### config.mk
export PLATFORM = sky130hd
export DESIGN_NAME = ifu_fetch_flat
export DESIGN_NICKNAME = d
export VERILOG_FILES = /design/src/rtl/ifu_fetch_if.sv /design/src/rtl/ifu_fetch.sv /design/src/flat_wrapper.sv
export SDC_FILE = /design/constraint.sdc
export NUM_CORES = 1
export LEC_CHECK = 0
export ABC_AREA = 0
export CAP_MARGIN = 0
export CORE_ASPECT_RATIO = 1.2
export CORE_UTILIZATION = 50
export CTS_CLUSTER_SIZE = 14
export DETAILED_ROUTE_END_ITERATION = 8
export DONT_BUFFER_PORTS = 1
export PLACE_DENSITY = 0.7
export SKIP_LAST_GASP = 1
export SYNTH_ARGS = -nofsm -noshare
export SYNTH_HDL_FRONTEND = slang
export SYNTH_SLANG_ARGS = --single-unit
### constraint.sdc
create_clock -name clk -period 3.1 [get_ports clk]
set_clock_uncertainty 0.2 [all_clocks]
set_input_delay 0.465 -clock clk [delete_from_list [all_inputs] [get_ports clk]]
set_output_delay 0.465 -clock clk [all_outputs]
set_load 0.02 [all_outputs]
### src/rtl/ifu_fetch_if.sv
`default_nettype none
// +----------------------------------------------------------------------------+
// | ifu_fetch_if : instruction-memory, core-output and redirect signal bundle |
// | Revision     : 1.0                                                        |
// +----------------------------------------------------------------------------+
interface ifu_fetch_if;
  logic        imem_req_valid;
  logic        imem_req_ready;
  logic [63:0] imem_req_addr;
  logic        imem_rsp_valid;
  logic [31:0] imem_rsp_data;
  logic        imem_rsp_err;
  logic        out_valid;
  logic        out_ready;
  logic [31:0] out_inst;
  logic [63:0] out_pc;
  logic        out_err;
  logic        redirect_valid;
  logic [63:0] redirect_pc;

  modport master (
    output imem_req_valid, imem_req_addr, out_valid, out_inst, out_pc, out_err,
    input  imem_req_ready, imem_rsp_valid, imem_rsp_data, imem_rsp_err,
           out_ready, redirect_valid, redirect_pc
  );

  modport slave (
    input  imem_req_valid, imem_req_addr, out_valid, out_inst, out_pc, out_err,
    output imem_req_ready, imem_rsp_valid, imem_rsp_data, imem_rsp_err,
           out_ready, redirect_valid, redirect_pc
  );
endinterface
`default_nettype wire

### src/rtl/ifu_fetch.sv
`default_nettype none
// +----------------------------------------------------------------------------+
// | ifu_fetch : credit-limited in-order instruction fetch with redirect kill   |
// | Revision  : 1.0                                                           |
// +----------------------------------------------------------------------------+
module ifu_fetch #(
  parameter logic [63:0] RESET_PC  = 64'h0000_0000_8000_0000,
  parameter int          BUF_DEPTH = 2
) (
  input  logic         clk,
  input  logic         rst_n,
  ifu_fetch_if.master  bus
);

  localparam int              c_PW   = (BUF_DEPTH > 1) ? $clog2(BUF_DEPTH) : 1;
  localparam int              c_CW   = $clog2(BUF_DEPTH + 1);
  localparam logic [c_PW-1:0] c_LAST = c_PW'(BUF_DEPTH - 1);

  function automatic logic [c_PW-1:0] ptr_inc(input logic [c_PW-1:0] p);
    return (p == c_LAST) ? '0 : p + c_PW'(1);
  endfunction

  // Request channel state
  logic                 r_req_valid;
  logic [63:0]          r_req_addr;
  logic                 r_req_kill;
  logic [63:0]          r_fetch_pc;

  // In-flight tag queue
  logic [63:0]          r_tq_addr [BUF_DEPTH];
  logic [BUF_DEPTH-1:0] r_tq_kill;
  logic [c_PW-1:0]      r_tq_wr;
  logic [c_PW-1:0]      r_tq_rd;
  logic [c_CW-1:0]      r_tq_cnt;

  // Instruction buffer
  logic [31:0]          r_buf_inst [BUF_DEPTH];
  logic [63:0]          r_buf_pc   [BUF_DEPTH];
  logic [BUF_DEPTH-1:0] r_buf_err;
  logic [c_PW-1:0]      r_buf_wr;
  logic [c_PW-1:0]      r_buf_rd;
  logic [c_CW-1:0]      r_buf_cnt;

  logic                 w_req_hs;
  logic                 w_rsp_pop;
  logic                 w_buf_push;
  logic                 w_buf_pop;
  logic [c_CW:0]        w_credit_sum;
  logic                 w_credit;
  logic                 w_issue;
  logic                 w_req_kill_nxt;
  logic [63:0]          w_fetch_pc_nxt;

  assign w_req_hs   = r_req_valid & bus.imem_req_ready;
  assign w_rsp_pop  = bus.imem_rsp_valid & (r_tq_cnt != '0);
  assign w_buf_push = w_rsp_pop & ~r_tq_kill[r_tq_rd] & ~bus.redirect_valid;
  assign w_buf_pop  = (r_buf_cnt != '0) & bus.out_ready & ~bus.redirect_valid;

  // Killed entries still occupy the tag queue, so they keep holding credit.
  assign w_credit_sum = {1'b0, r_tq_cnt} + {1'b0, r_buf_cnt} + (c_CW+1)'(r_req_valid);
  assign w_credit     = w_credit_sum < (c_CW+1)'(BUF_DEPTH);
  assign w_issue      = (~r_req_valid | w_req_hs) & w_credit;

  assign w_req_kill_nxt = r_req_valid & ~w_req_hs & (r_req_kill | bus.redirect_valid);

  // A killed pending request already left fetch_pc at the redirect target.
  always_comb begin
    w_fetch_pc_nxt = r_fetch_pc;
    if (bus.redirect_valid)
      w_fetch_pc_nxt = {bus.redirect_pc[63:2], 2'b00};
    else if (w_req_hs && !r_req_kill)
      w_fetch_pc_nxt = r_fetch_pc + 64'd4;
  end

  always_ff @(posedge clk or negedge rst_n) begin
    if (!rst_n) begin
      r_req_valid <= 1'b0;
      r_req_addr  <= '0;
      r_req_kill  <= 1'b0;
      r_fetch_pc  <= RESET_PC;
    end else begin
      r_fetch_pc <= w_fetch_pc_nxt;
      r_req_kill <= w_req_kill_nxt;
      if (w_issue) begin
        r_req_valid <= 1'b1;
        r_req_addr  <= w_fetch_pc_nxt;
      end else if (w_req_hs) begin
        r_req_valid <= 1'b0;
      end
    end
  end

  always_ff @(posedge clk or negedge rst_n) begin
    if (!rst_n) begin
      for (int i = 0; i < BUF_DEPTH; i++) r_tq_addr[i] <= '0;
      r_tq_kill <= '0;
      r_tq_wr   <= '0;
      r_tq_rd   <= '0;
      r_tq_cnt  <= '0;
    end else begin
      if (bus.redirect_valid)
        r_tq_kill <= '1;
      if (w_req_hs) begin
        r_tq_addr[r_tq_wr] <= r_req_addr;
        r_tq_kill[r_tq_wr] <= r_req_kill | bus.redirect_valid;
        r_tq_wr            <= ptr_inc(r_tq_wr);
      end
      if (w_rsp_pop)
        r_tq_rd <= ptr_inc(r_tq_rd);
      case ({w_req_hs, w_rsp_pop})
        2'b10:   r_tq_cnt <= r_tq_cnt + c_CW'(1);
        2'b01:   r_tq_cnt <= r_tq_cnt - c_CW'(1);
        default: r_tq_cnt <= r_tq_cnt;
      endcase
    end
  end

  always_ff @(posedge clk or negedge rst_n) begin
    if (!rst_n) begin
      for (int i = 0; i < BUF_DEPTH; i++) begin
        r_buf_inst[i] <= '0;
        r_buf_pc[i]   <= '0;
      end
      r_buf_err <= '0;
      r_buf_wr  <= '0;
      r_buf_rd  <= '0;
      r_buf_cnt <= '0;
    end else if (bus.redirect_valid) begin
      r_buf_wr  <= '0;
      r_buf_rd  <= '0;
      r_buf_cnt <= '0;
    end else begin
      if (w_buf_push) begin
        r_buf_inst[r_buf_wr] <= bus.imem_rsp_data;
        r_buf_pc[r_buf_wr]   <= r_tq_addr[r_tq_rd];
        r_buf_err[r_buf_wr]  <= bus.imem_rsp_err;
        r_buf_wr             <= ptr_inc(r_buf_wr);
      end
      if (w_buf_pop)
        r_buf_rd <= ptr_inc(r_buf_rd);
      case ({w_buf_push, w_buf_pop})
        2'b10:   r_buf_cnt <= r_buf_cnt + c_CW'(1);
        2'b01:   r_buf_cnt <= r_buf_cnt - c_CW'(1);
        default: r_buf_cnt <= r_buf_cnt;
      endcase
    end
  end

  assign bus.imem_req_valid = r_req_valid;
  assign bus.imem_req_addr  = r_req_addr;
  assign bus.out_valid      = (r_buf_cnt != '0);
  assign bus.out_inst       = r_buf_inst[r_buf_rd];
  assign bus.out_pc         = r_buf_pc[r_buf_rd];
  assign bus.out_err        = r_buf_err[r_buf_rd];

endmodule
`default_nettype wire
### src/flat_wrapper.sv
// flat-port wrapper written by rule: the top's interface ports become plain ports
module ifu_fetch_flat 
#(
  parameter logic [63:0] RESET_PC  = 64'h0000_0000_8000_0000,
  parameter int          BUF_DEPTH = 2
)
  (clk, rst_n, bus_imem_req_valid, bus_imem_req_addr, bus_out_valid, bus_out_inst, bus_out_pc, bus_out_err, bus_imem_req_ready, bus_imem_rsp_valid, bus_imem_rsp_data, bus_imem_rsp_err, bus_out_ready, bus_redirect_valid, bus_redirect_pc);
  ifu_fetch_if bus_i ();
  input  logic clk;
  input  logic rst_n;
  output wire logic [$bits(bus_i.imem_req_valid)-1:0] bus_imem_req_valid;
  output wire logic [$bits(bus_i.imem_req_addr)-1:0] bus_imem_req_addr;
  output wire logic [$bits(bus_i.out_valid)-1:0] bus_out_valid;
  output wire logic [$bits(bus_i.out_inst)-1:0] bus_out_inst;
  output wire logic [$bits(bus_i.out_pc)-1:0] bus_out_pc;
  output wire logic [$bits(bus_i.out_err)-1:0] bus_out_err;
  input wire logic [$bits(bus_i.imem_req_ready)-1:0] bus_imem_req_ready;
  input wire logic [$bits(bus_i.imem_rsp_valid)-1:0] bus_imem_rsp_valid;
  input wire logic [$bits(bus_i.imem_rsp_data)-1:0] bus_imem_rsp_data;
  input wire logic [$bits(bus_i.imem_rsp_err)-1:0] bus_imem_rsp_err;
  input wire logic [$bits(bus_i.out_ready)-1:0] bus_out_ready;
  input wire logic [$bits(bus_i.redirect_valid)-1:0] bus_redirect_valid;
  input wire logic [$bits(bus_i.redirect_pc)-1:0] bus_redirect_pc;
  assign bus_imem_req_valid = bus_i.imem_req_valid;
  assign bus_imem_req_addr = bus_i.imem_req_addr;
  assign bus_out_valid = bus_i.out_valid;
  assign bus_out_inst = bus_i.out_inst;
  assign bus_out_pc = bus_i.out_pc;
  assign bus_out_err = bus_i.out_err;
  assign bus_i.imem_req_ready = bus_imem_req_ready;
  assign bus_i.imem_rsp_valid = bus_imem_rsp_valid;
  assign bus_i.imem_rsp_data = bus_imem_rsp_data;
  assign bus_i.imem_rsp_err = bus_imem_rsp_err;
  assign bus_i.out_ready = bus_out_ready;
  assign bus_i.redirect_valid = bus_redirect_valid;
  assign bus_i.redirect_pc = bus_redirect_pc;
  ifu_fetch #(.RESET_PC(RESET_PC), .BUF_DEPTH(BUF_DEPTH)) u_core (.clk(clk), .rst_n(rst_n), .bus(bus_i));
endmodule
=== Yosys cells after proc, flatten, opt, wreduce, memory -nomap -nowiden ===
Cells that the tools add are included.
Widths: inputs -> output; s select.

* Add/subtract/negate cells: 11
* Equal/unequal tests: 4
* Mux-type cells: 45
* Magnitude comparators: 13
* Reduce and logical (&&, ||, !) cells: 14
* Bitwise operators: 19

{| class="wikitable"
|+ Operators by type and width
! operator !! number
|-
| $mux 64 || 10
|-
| $bwmux 128 || 2
|-
| $demux 64 s1 || 2
|-
| $mux 32 || 4
|-
| $add 64x3->64 const B || 1
|-
| $bwmux 64 || 1
|-
| $demux 32 s1 || 1
|-
| $mux 1 || 16
|-
| $reduce_bool 2->1 || 6
|-
| $and 1x1->1 || 9
|-
| $ge 2x2->1 const B || 4
|-
| $lt 1x2->1 const B || 4
|-
| $not 1->2 || 4
|-
| $pmux 2 s2 || 2
|-
| $mux 2 || 3
|-
| $logic_and 1x1->1 || 5
|-
| $add 1x1->1 const B || 4
|-
| $add 2x1->2 const B || 2
|-
| $bwmux 2 || 2
|-
| $eq 2x1->1 const B || 2
|-
| $eq 2x2->1 const B || 2
|-
| $lt 2x1->1 const B || 2
|-
| $not 1->1 || 4
|-
| $sub 2x1->2 const B || 2
|-
| other kinds (9) || 12
|}

* Flip-flop bits (word level): 462
* Bits of input ports: 103
* Output and inout port bits: 163

=== Logic depth before layout (Yosys ltp) ===
Gate-level depths: netlist of the first run.

* Depth in word-level cells: 8
* Depth in mapped cells: 10
* Depth with buffers taken out: 8

=== Least setup slack after synthesis of the first run ===
Ideal clock, no wire load.

* Path type: register to register
* Start: register u_core.r_tq_cnt[0]
* End: register u_core.r_req_addr[32] (netlist: u_core.bus.imem_req_addr[32])
* Library setup time: 125 ps
* Cell stages (with the launch flop): 9
* Arrival time: 2449 ps
* Path buffers: 2
* Slack: 326 ps
* Data required time: 2775 ps
* Cells stage by stage: dfrtp_1 ha_1 a21o_1 fa_1 nor2_1 and2_1 clkbuf_1 clkbuf_1 mux2_2

* Word-level cells in the longest chain between the ends: 4

{| class="wikitable"
|+ RTL lines
! element !! line !! text
|-
| start, declared || ifu_fetch.sv:34 || <nowiki>logic [c_CW-1:0] r_tq_cnt;</nowiki>
|-
| start signal, assigned || ifu_fetch.sv:111 || <nowiki>2'b10: r_tq_cnt <= r_tq_cnt + c_CW'(1);</nowiki>
|-
| start signal, assigned || ifu_fetch.sv:112 || <nowiki>2'b01: r_tq_cnt <= r_tq_cnt - c_CW'(1);</nowiki>
|-
| start signal, assigned || ifu_fetch.sv:113 || <nowiki>default: r_tq_cnt <= r_tq_cnt;</nowiki>
|-
| $add 2x2->3 || ifu_fetch.sv:60 || <nowiki>assign w_credit_sum = {1'b0, r_tq_cnt} + {1'b0, r_buf_cnt} + (c_CW+1)'(r_req_valid);</nowiki>
|-
| $add 3x1->3 || ifu_fetch.sv:60 ||
|-
| $lt 3x2->1 || ifu_fetch.sv:61 || <nowiki>assign w_credit = w_credit_sum < (c_CW+1)'(BUF_DEPTH);</nowiki>
|-
| $and 1x1->1 || ifu_fetch.sv:62 || <nowiki>assign w_issue = (~r_req_valid | w_req_hs) & w_credit;</nowiki>
|-
| end signal, assigned || ifu_fetch.sv:86 || <nowiki>r_req_addr <= w_fetch_pc_nxt;</nowiki>
|-
| end, declared || ifu_fetch.sv:25 || <nowiki>logic [63:0] r_req_addr;</nowiki>
|}

Every way passes these cells.
A chain may end at the register's enable or synchronous reset.

=== Worst setup path in the final report of the first run ===
* Start: register u_core.r_fetch_pc[11]
* End: register u_core.r_req_addr[49] (netlist: u_core.bus.imem_req_addr[49])

* Word-level cells in the longest chain between the ends: 3

{| class="wikitable"
|+ RTL lines
! element !! line !! text
|-
| start, declared || ifu_fetch.sv:27 || <nowiki>logic [63:0] r_fetch_pc;</nowiki>
|-
| start signal, assigned || ifu_fetch.sv:82 || <nowiki>r_fetch_pc <= w_fetch_pc_nxt;</nowiki>
|-
| $add 64x3->64 || ifu_fetch.sv:72 || <nowiki>w_fetch_pc_nxt = r_fetch_pc + 64'd4;</nowiki>
|-
| $mux 64 || ifu_fetch.sv:71 || <nowiki>else if (w_req_hs && !r_req_kill)</nowiki>
|-
| $mux 64 || ifu_fetch.sv:69 || <nowiki>if (bus.redirect_valid)</nowiki>
|}

Every way passes these cells.

==> results of run 1 <==
==> stage by stage <==
stage               std cells  power, mW  utilization, %
finish                   2326       23.7            58.9
floorplan                1674       16.3               -
detailed placement       2140       18.3            52.6
CTS                      2322       24.0            58.8
global route             2326       25.1            58.9
global placement         2140       17.9            52.6
==> metal layers <==
metal  vias to the layer above  wire [um]  track usage (%)
met4                         6       1350             8.51
met1                      6698      20200             30.1
met5                         -         30                0
li1                       6127          -                -
met3                        91       3080             5.40
met2                       377      23200             38.2
==> power groups by stage <==
stage          clock, mW  combinational [mW]  sequential, mW
2_1_floorplan          0                6.35            9.95
3_3_place_gp           0                7.42            10.5
3_5_place_dp           0                7.64            10.7
4_1_cts             5.54                7.82            10.6
5_1_grt             5.79                8.43            10.9
6_report            5.40                7.75            10.6
==> synth_stat cells (7+ instances only) <==
cell type	count	share of area, %
dfrtp_1	461	57
o21ai_0	75	1.8
mux2i_1	68	3.3
o21ai_1	21	0.52
a21oi_1	67	1.6
nor3_1	13	0.32
xor2_1	26	1.1
nand4_1	29	0.89
buf_2	16	0.39
a221o_1	16	0.79
nor2_1	119	2.2
and4_1	12	0.52
o31ai_1	9	0.33
xnor2_1	25	1.1
mux2_2	271	15
clkbuf_1	79	1.5
a31oi_1	7	0.22
and3_1	31	0.95
nand2_1	146	2.7
nand3_1	29	0.71
nor4_1	7	0.22
mux2_1	67	3.7
==> flip-flops by register name, indices dropped and copies added, names as in the netlist <==
signal                     flops
u_core.r_buf_rd                1
u_core.bus.imem_req_addr      64
u_core.r_tq_rd                 1
u_core.r_buf_wr                1
u_core.r_req_kill              1
u_core.r_tq_cnt                2
u_core.r_fetch_pc             64
u_core.bus.imem_req_valid      1
u_core.r_buf_pc              128
u_core.r_tq_kill               2
u_core.r_buf_cnt               2
u_core.r_buf_err               2
u_core.r_tq_addr             128
u_core.r_buf_inst             64
u_core.r_tq_wr                 1
==> critical path: cells and delay by family (launching register included) <==
kind / cells / cell delay, ns
AOI/OAI and AO/OA: 1 / 0.32
xor gates and xnor gates: 1 / 0.22
buffers and inverters: 1 / 0.20
and+or+nand+nor: 4 / 1.35
DFF: 1 / 0.42
==> layout make-up <==
| class | instances | area (sq um) |
|---|---|---|
| repair buffers | 133 | 1370 |
| fillers | 3167 | 16400 |
| inverters | 5 | 18.8 |
| multi-input cells | 1108 | 8400 |
| diodes | 4 | 10.0 |
| clock inverters | 15 | 131 |
| flip-flops and latches | 462 | 11600 |
| well taps | 533 | 667 |
| clock buffers | 66 | 1340 |
==> worst max path at each step <==
stage	from	end	slack, ns	cells after the start
finish	u_core.r_fetch_pc[11]	u_core.bus.imem_req_addr[49]	0.26	7
detailed placement	u_core.r_fetch_pc[11]	u_core.bus.imem_req_addr[55]	0.30	7
global route	u_core.r_fetch_pc[11]	u_core.bus.imem_req_addr[38]	0.18	6
floorplan	u_core.r_tq_cnt[0]	u_core.bus.imem_req_addr[32]	0.33	8
global placement	u_core.r_fetch_pc[11]	u_core.bus.imem_req_addr[55]	0.32	7
CTS	u_core.r_buf_rd	bus_out_pc[55]	0.25	2
==> logic make-up (layout without fill, tap and decap cells) <==
group,Yosys count,count (layout),share of synthesized area (%)
flops,462,462,56.9
simple gates,430,430,10.2
mux,408,408,22.2
compound gates,215,215,6.18
buf+inv,104,219,2.04
xor+xnor,51,51,2.20
fa+ha+maj,4,4,0.283
other cells,0,4,0
==> results.ini, run 1 <==
[outcome]
outcome=finished, violations left
failed_checks=hold timing, slew limit

[floorplanning]
io_pins=266
die_area_sq_mm=0.0415
die_y_um=223
fp.dieW_um=186
coreArea_sq_mm=0.0399
start_util_pct=50.9
row_count=80

[logic_synthesis]
ys_seq_area_share_pct=56.9
syn_inst=1674
synth_nets=1781
async_reset_ff_share_pct=100
ys_seq_elements=462
syn_avg_cell_area_sq_um=12.1
synth_flop_cell=dfrtp_1
synthDistinctLibCells=59
ys_warn_count=0
syn_area_sq_mm=0.0203
synth_edf_count=0

[pwr]
comb_power_share_pct=32.7
power_frac_seq_pct=44.6
ir_worst_vdd_uv=621
netSwitchingFraction_pct=36.3
p_clk_share_pct=22.8
powerDensity_mw_per_mm2=1010
leakagePower_nw=10.3
power.switching_mw=8.62
intPower_mw=15.1

[route]
drc_errors=0
via_count=13299
routed_wl_um=47800
drtIter0Drc=861
via_per_inst=5.72
wl_per_cell_um=20.5
drt.antenna.violating_nets=0
drt-pass1-iter-count=4

[clocking]
cts_root_buffer=clkbuf_16
clock_sinks=462
cts_resized=0
htreeDepth=2
post_cts_buffers=0
clk_pin_slew_ns=0.06
ctsHoldBuffers=101
cts_tree=yes
clk_latency_ns=0.58
cts_buffers=47
clockBufferDepth=3

[placement]
port_buffers=0
dpl_cell_area_sq_mm=0.0210
gp_congestion=0.941
post-place-ws_ns=0.299
hpwlAfterDp_um=31100

[setup_path]
worstSetupEndpointType=flop
crit_arrival_ns=3.09
path_common_cell=nand4_1
critPathSlowestCell=nor4b_1
crit_chain=and4_1 -> nand4_1 -> nor4b_1 -> buf_4 -> nand4_1 -> xnor2_1 -> a221o_1
path_class=flop to flop
max_stage_delay_ns=0.52
cp-start-kind=flop
path_max_fanout=6
required_ns=3.35
timing.rr.start=u_core.r_fetch_pc[11]
r2r-end=u_core.bus.imem_req_addr[49]
ff2ff_path_depth=7
ff2ff_setup_slack_ns=0.26

[grt]
grt_max_degree=463
grt_pass1_wl_um=75400
grt_overflow=0
antenna_found_initial=7
grt_util_all_layers_pct=23.3
grt_pass1_vias=13566

[hold_path]
holdCritPathClass=input port to async pin

[sta]
rsz0062_at_grt=false
drv_slew=292
period_needed_ns=2.84
slew_headroom_pct=-46.6
hold_slack_ns=-0.618
worst_slack_ns=0.255
clock.fmax_mhz=352
fin_tns_setup_ns=0
fin_crit_sh_pct=91.8
report.final.setup_viol=0
worstMarginPinSlew_ns=2.20
hold_viol=461

[cells_and_area]
final_cell_mix=dfrtp_1 (459), mux2_2 (271), nand2_1 (145)
final_common_cell=dfrtp_1
finish.instance_area_sq_mm=0.0235
drive_gt1_share_pct=22.4
fin_nets=1864
area_delta_synth_final_pct=15.6

[flow_run]
cap_violations=0

Note: power is estimated with default switching activity, not from simulation.
==> run 2: changes to the inputs <==
- BUFFER_PORTS_ARGS: unset -> -buffer_cell sky130_fd_sc_hd__buf_2
- DONT_BUFFER_PORTS: 1 -> unset
- PLACE_DENSITY: 0.7 -> 0.76
==> results.ini, run 2 (synthesis gave the netlist of run 1 again) <==
[sta]
fin_crit_sh_pct=91.3
hold_viol=0
drv_slew=0
slew_headroom_pct=53.2
fin_tns_setup_ns=0
clock.fmax_mhz=353
period_needed_ns=2.83
hold_slack_ns=0.0172
worstMarginPinSlew_ns=0.702
rsz0062_at_grt=false
report.final.setup_viol=0

[setup_path]
cp-start-kind=flop
worstSetupEndpointType=output port
required_ns=2.43
path_max_fanout=41
crit_arrival_ns=2.16
path_class=flop to output port

[route]
via_count=14496
drt-pass1-iter-count=5
drt.antenna.violating_nets=0
drc_errors=0
drtIter0Drc=844
wl_per_cell_um=19.4
via_per_inst=5.60
routed_wl_um=50200

[cells_and_area]
final_common_cell=dfrtp_1
fill_cells=3007
final_cell_mix=dfrtp_1 (459), mux2_2 (271), buf_2 (262)
area_delta_synth_final_pct=22.2
fin_nets=2126
drive_gt1_share_pct=32.9
top_regs=u_core.r_buf_pc: 128 flops, u_core.r_tq_addr: 128 flops

[pwr]
intPower_mw=15.9
netSwitchingFraction_pct=36.2
leakagePower_nw=11.4
power.switching_mw=9.06
ir_worst_vdd_uv=550
power_mw=25.0
power_frac_seq_pct=39.8
p_clk_share_pct=21.8
powerDensity_mw_per_mm2=1010
comb_power_share_pct=38.4

[floorplanning]
fp.dieW_um=186
io_pins=266
die_area_sq_mm=0.0415
start_util_pct=50.9
die_y_um=223
coreArea_sq_mm=0.0399
row_count=80

[flow_run]
cap_violations=0

[grt]
grt_overflow=0
grt_max_degree=99
grt_util_all_layers_pct=24.5
antenna_found_initial=2
grt_pass1_wl_um=79500
grt_pass1_vias=14874

[clocking]
cts_buffers=45
htreeDepth=2
cts_root_buffer=clkbuf_16
clock_sinks=462
clk_pin_slew_ns=0.06
clockBufferDepth=3
cts_tree=yes
clk_latency_ns=0.57

[outcome]
outcome=finished, final reports clean

[hold_path]
holdCritPathClass=input port to flop

[placement]
gp_congestion=0.965
hpwlAfterDp_um=33600
port_buffers=263

run 2: final cells by class:
cell class	instances	area [sq um]	share of cell area, %
antenna	1	2.50	0.0101
clock buffer	68	1310	5.28
clock inverter	13	154	0.619
inverter	5	18.8	0.0755
multi-input combinational	1108	8410	33.8
sequential	462	11600	46.6
tap	533	667	2.68
timing repair buffer	397	2720	10.9
run 2: path summary, 6_finish.rpt:
kind | start | endpoint | slack [ns] | depth (start not counted)
min in group asynchronous | rst_n | u_core.r_buf_pc[20] | 0.26 | 2
hold reg to reg | u_core.r_buf_pc[58] | u_core.r_buf_pc[58] | 0.27 | 2
setup / recovery | u_core.r_buf_rd | bus_out_pc[27] | 0.27 | 3
hold / removal | bus_redirect_pc[38] | u_core.r_fetch_pc[38] | 0.02 | 3
setup reg to reg | u_core.r_fetch_pc[11] | u_core.bus.imem_req_addr[57] | 0.29 | 6
max in group asynchronous | rst_n | u_core.r_buf_pc[106] | 1.46 | 3
run 2: power groups by stage:
stage | sequential (mW) | combinational, mW | clock [mW]
floorplan | 9.95 | 6.35 | 0
global placement | 9.84 | 9.27 | 0
detailed placement | 10.0 | 9.52 | 0
CTS | 9.94 | 9.67 | 5.56
global route | 10.2 | 10.4 | 5.78
finish | 9.94 | 9.61 | 5.45
run 2: what timing repair did:
action,in CTS,in global routing
buffers inserted,0,0
hold buffers,84,1
resized for setup,0,1
endpoints found under the hold margin,170,1
endpoints found under the setup margin,0,1
run 2: worst max-delay path: stages (launching register included):
cell and delay [ns]:
dfrtp_4 0.42, buf_4 0.54, mux2_2 0.46, buf_2 0.17
run 2: metrics by stage:
stage | worst slack (ns) | instance area [sq um] | util (%) | std cells
finish | 0.270 | 24900 | 62.2 | 2587
global route | 0.187 | 24900 | 62.2 | 2587
CTS | 0.0940 | 24800 | 62.2 | 2585
detailed placement | 0.103 | 22500 | 56.4 | 2420
global placement | 0.249 | 22500 | 56.4 | 2420
floorplan | 0.326 | 20300 | - | 1674
run 2: metal layers:
| metal | routed length [um] | global-route usage (%) | vias to the layer above |
|---|---|---|---|
| met1 | 21400 | 32.0 | 7298 |
| met4 | 1470 | 7.88 | 2 |
| met3 | 2490 | 3.54 | 103 |
| met2 | 24900 | 41.6 | 448 |
| li1 | - | - | 6645 |
| met5 | 8 | 0 | - |
==> run 3: changes to the inputs <==
- PLACE_DENSITY: 0.76 -> 0.71
==> results.ini, run 3 (synthesis gave the netlist of run 1 again) <==
[sta]
clock.fmax_mhz=346
rsz0062_at_grt=false
worstMarginPinSlew_ns=0.883
period_needed_ns=2.89
slew_headroom_pct=41.1
hold_slack_ns=0.0327
fin_tns_setup_ns=0
hold_viol=0
drv_slew=0
report.final.setup_viol=0
fin_crit_sh_pct=93.2

[setup_path]
crit_arrival_ns=2.23
path_class=flop to output port
path_max_fanout=37
worstSetupEndpointType=output port
required_ns=2.43
cp-start-kind=flop

[route]
highest_layer=met5
wl_met1_um=21300
via_per_inst=5.54
dr_wl_met3_um=2450
drt.antenna.violating_nets=0
via_count=14368
wl_per_cell_um=19.1
routed_wl_um=49600
drtIter0Drc=736
drt-pass1-iter-count=7
drc_errors=0
dr_wl_met2_um=24300

[placement]
dpl_cell_area_sq_mm=0.0225
hpwlAfterDp_um=33300
port_buffers=263
gp_congestion=0.892
dp.cells=2413

[pwr]
ir_worst_vdd_uv=723
leakagePower_nw=11.5
powerDensity_mw_per_mm2=1010

[grt]
grt_pass1_vias=14807
grt_util_all_layers_pct=24.4
antenna_found_initial=2
grt_max_degree=121
grt_overflow=0
grt_pass1_wl_um=79400

[clocking]
cts_resized=0
htreeDepth=2
cts_root_buffer=clkbuf_16
cts_buffers=47
clockBufferDepth=3
clock_sinks=462
post_cts_buffers=0
ctsHoldBuffers=93
clk_pin_slew_ns=0.06
clk_latency_ns=0.56
cts_tree=yes

[flow_run]
cap_violations=0

[cells_and_area]
area_delta_synth_final_pct=22.8
top_regs=u_core.r_buf_pc: 128 flops, u_core.r_tq_addr: 128 flops
final_common_cell=dfrtp_1
fin_cells=2595
utilization_pct=62.5
fin_nets=2129
drive_gt1_share_pct=33.0
finish.instance_area_sq_mm=0.0250
final_cell_mix=dfrtp_1 (459), mux2_2 (271), buf_2 (262)

[hold_path]
holdCritPathClass=input port to flop

[floorplanning]
fp.dieW_um=186
coreArea_sq_mm=0.0399
row_count=80
die_y_um=223
io_pins=266
die_area_sq_mm=0.0415
start_util_pct=50.9

[outcome]
outcome=finished, final reports clean

==> run 3: cell count changes in the layout (fill, tap and decap cells not counted), sizes merged <==
cell and delta:
clkinvlp +2, diode +1, clkinv +5, dlygate4sd3 +8
clkbuf -1, buf -7
==> run 3: layout make-up <==
| class | instances | area (sq um) |
|---|---|---|
| antenna | 2 | 5.00 |
| clock buffer | 67 | 1370 |
| clock inverter | 20 | 201 |
| fill | 3071 | 15000 |
| inverter | 5 | 18.8 |
| multi-input combinational | 1108 | 8400 |
| sequential | 462 | 11600 |
| tap | 533 | 667 |
| timing repair buffer | 398 | 2740 |
==> run 3: worst paths after layout <==
check                                            from  depth (start not counted)  slack [ns]                            to
worst max-delay path                  u_core.r_buf_rd                          3        0.21                bus_out_pc[24]
worst min register to register    u_core.r_buf_pc[38]                          2        0.28           u_core.r_buf_pc[38]
min in group asynchronous                       rst_n                          2        0.27         u_core.r_buf_inst[21]
worst min-delay path               bus_redirect_pc[3]                          3        0.03          u_core.r_fetch_pc[3]
max in group asynchronous                       rst_n                          3        1.58           u_core.r_buf_pc[94]
worst max register to register  u_core.r_fetch_pc[23]                          6        0.29  u_core.bus.imem_req_addr[47]
==> run 3: critical path, cell delays in order (launching register included) <==
cell     delay [ns]
dfrtp_4        0.73
buf_12         0.31
mux2_2         0.40
buf_2          0.16
==> run 3: report_power, final <==
part           total [mW]  switching [mW]  internal (mW)
clock network        5.69            2.35           3.34
logic                9.57            5.15           4.42
registers            9.98            1.59           8.39
total                25.2            9.09           16.1
==> run 3: routing by layer <==
layer  vias up  global-route usage (%)
met1      7254                    32.0
met2       364                    40.5
li1       6654                       -
met4         2                    8.86
met5         -                       0
met3        94                    4.37
==> run 3: per-stage QoR <==
step | worst slack [ns] | total power, mW
floorplan | 0.326 | 16.3
global placement | 0.326 | 19.2
detailed placement | 0.242 | 19.6
CTS | 0.196 | 25.5
global route | 0.0230 | 26.7
finish | 0.210 | 25.2
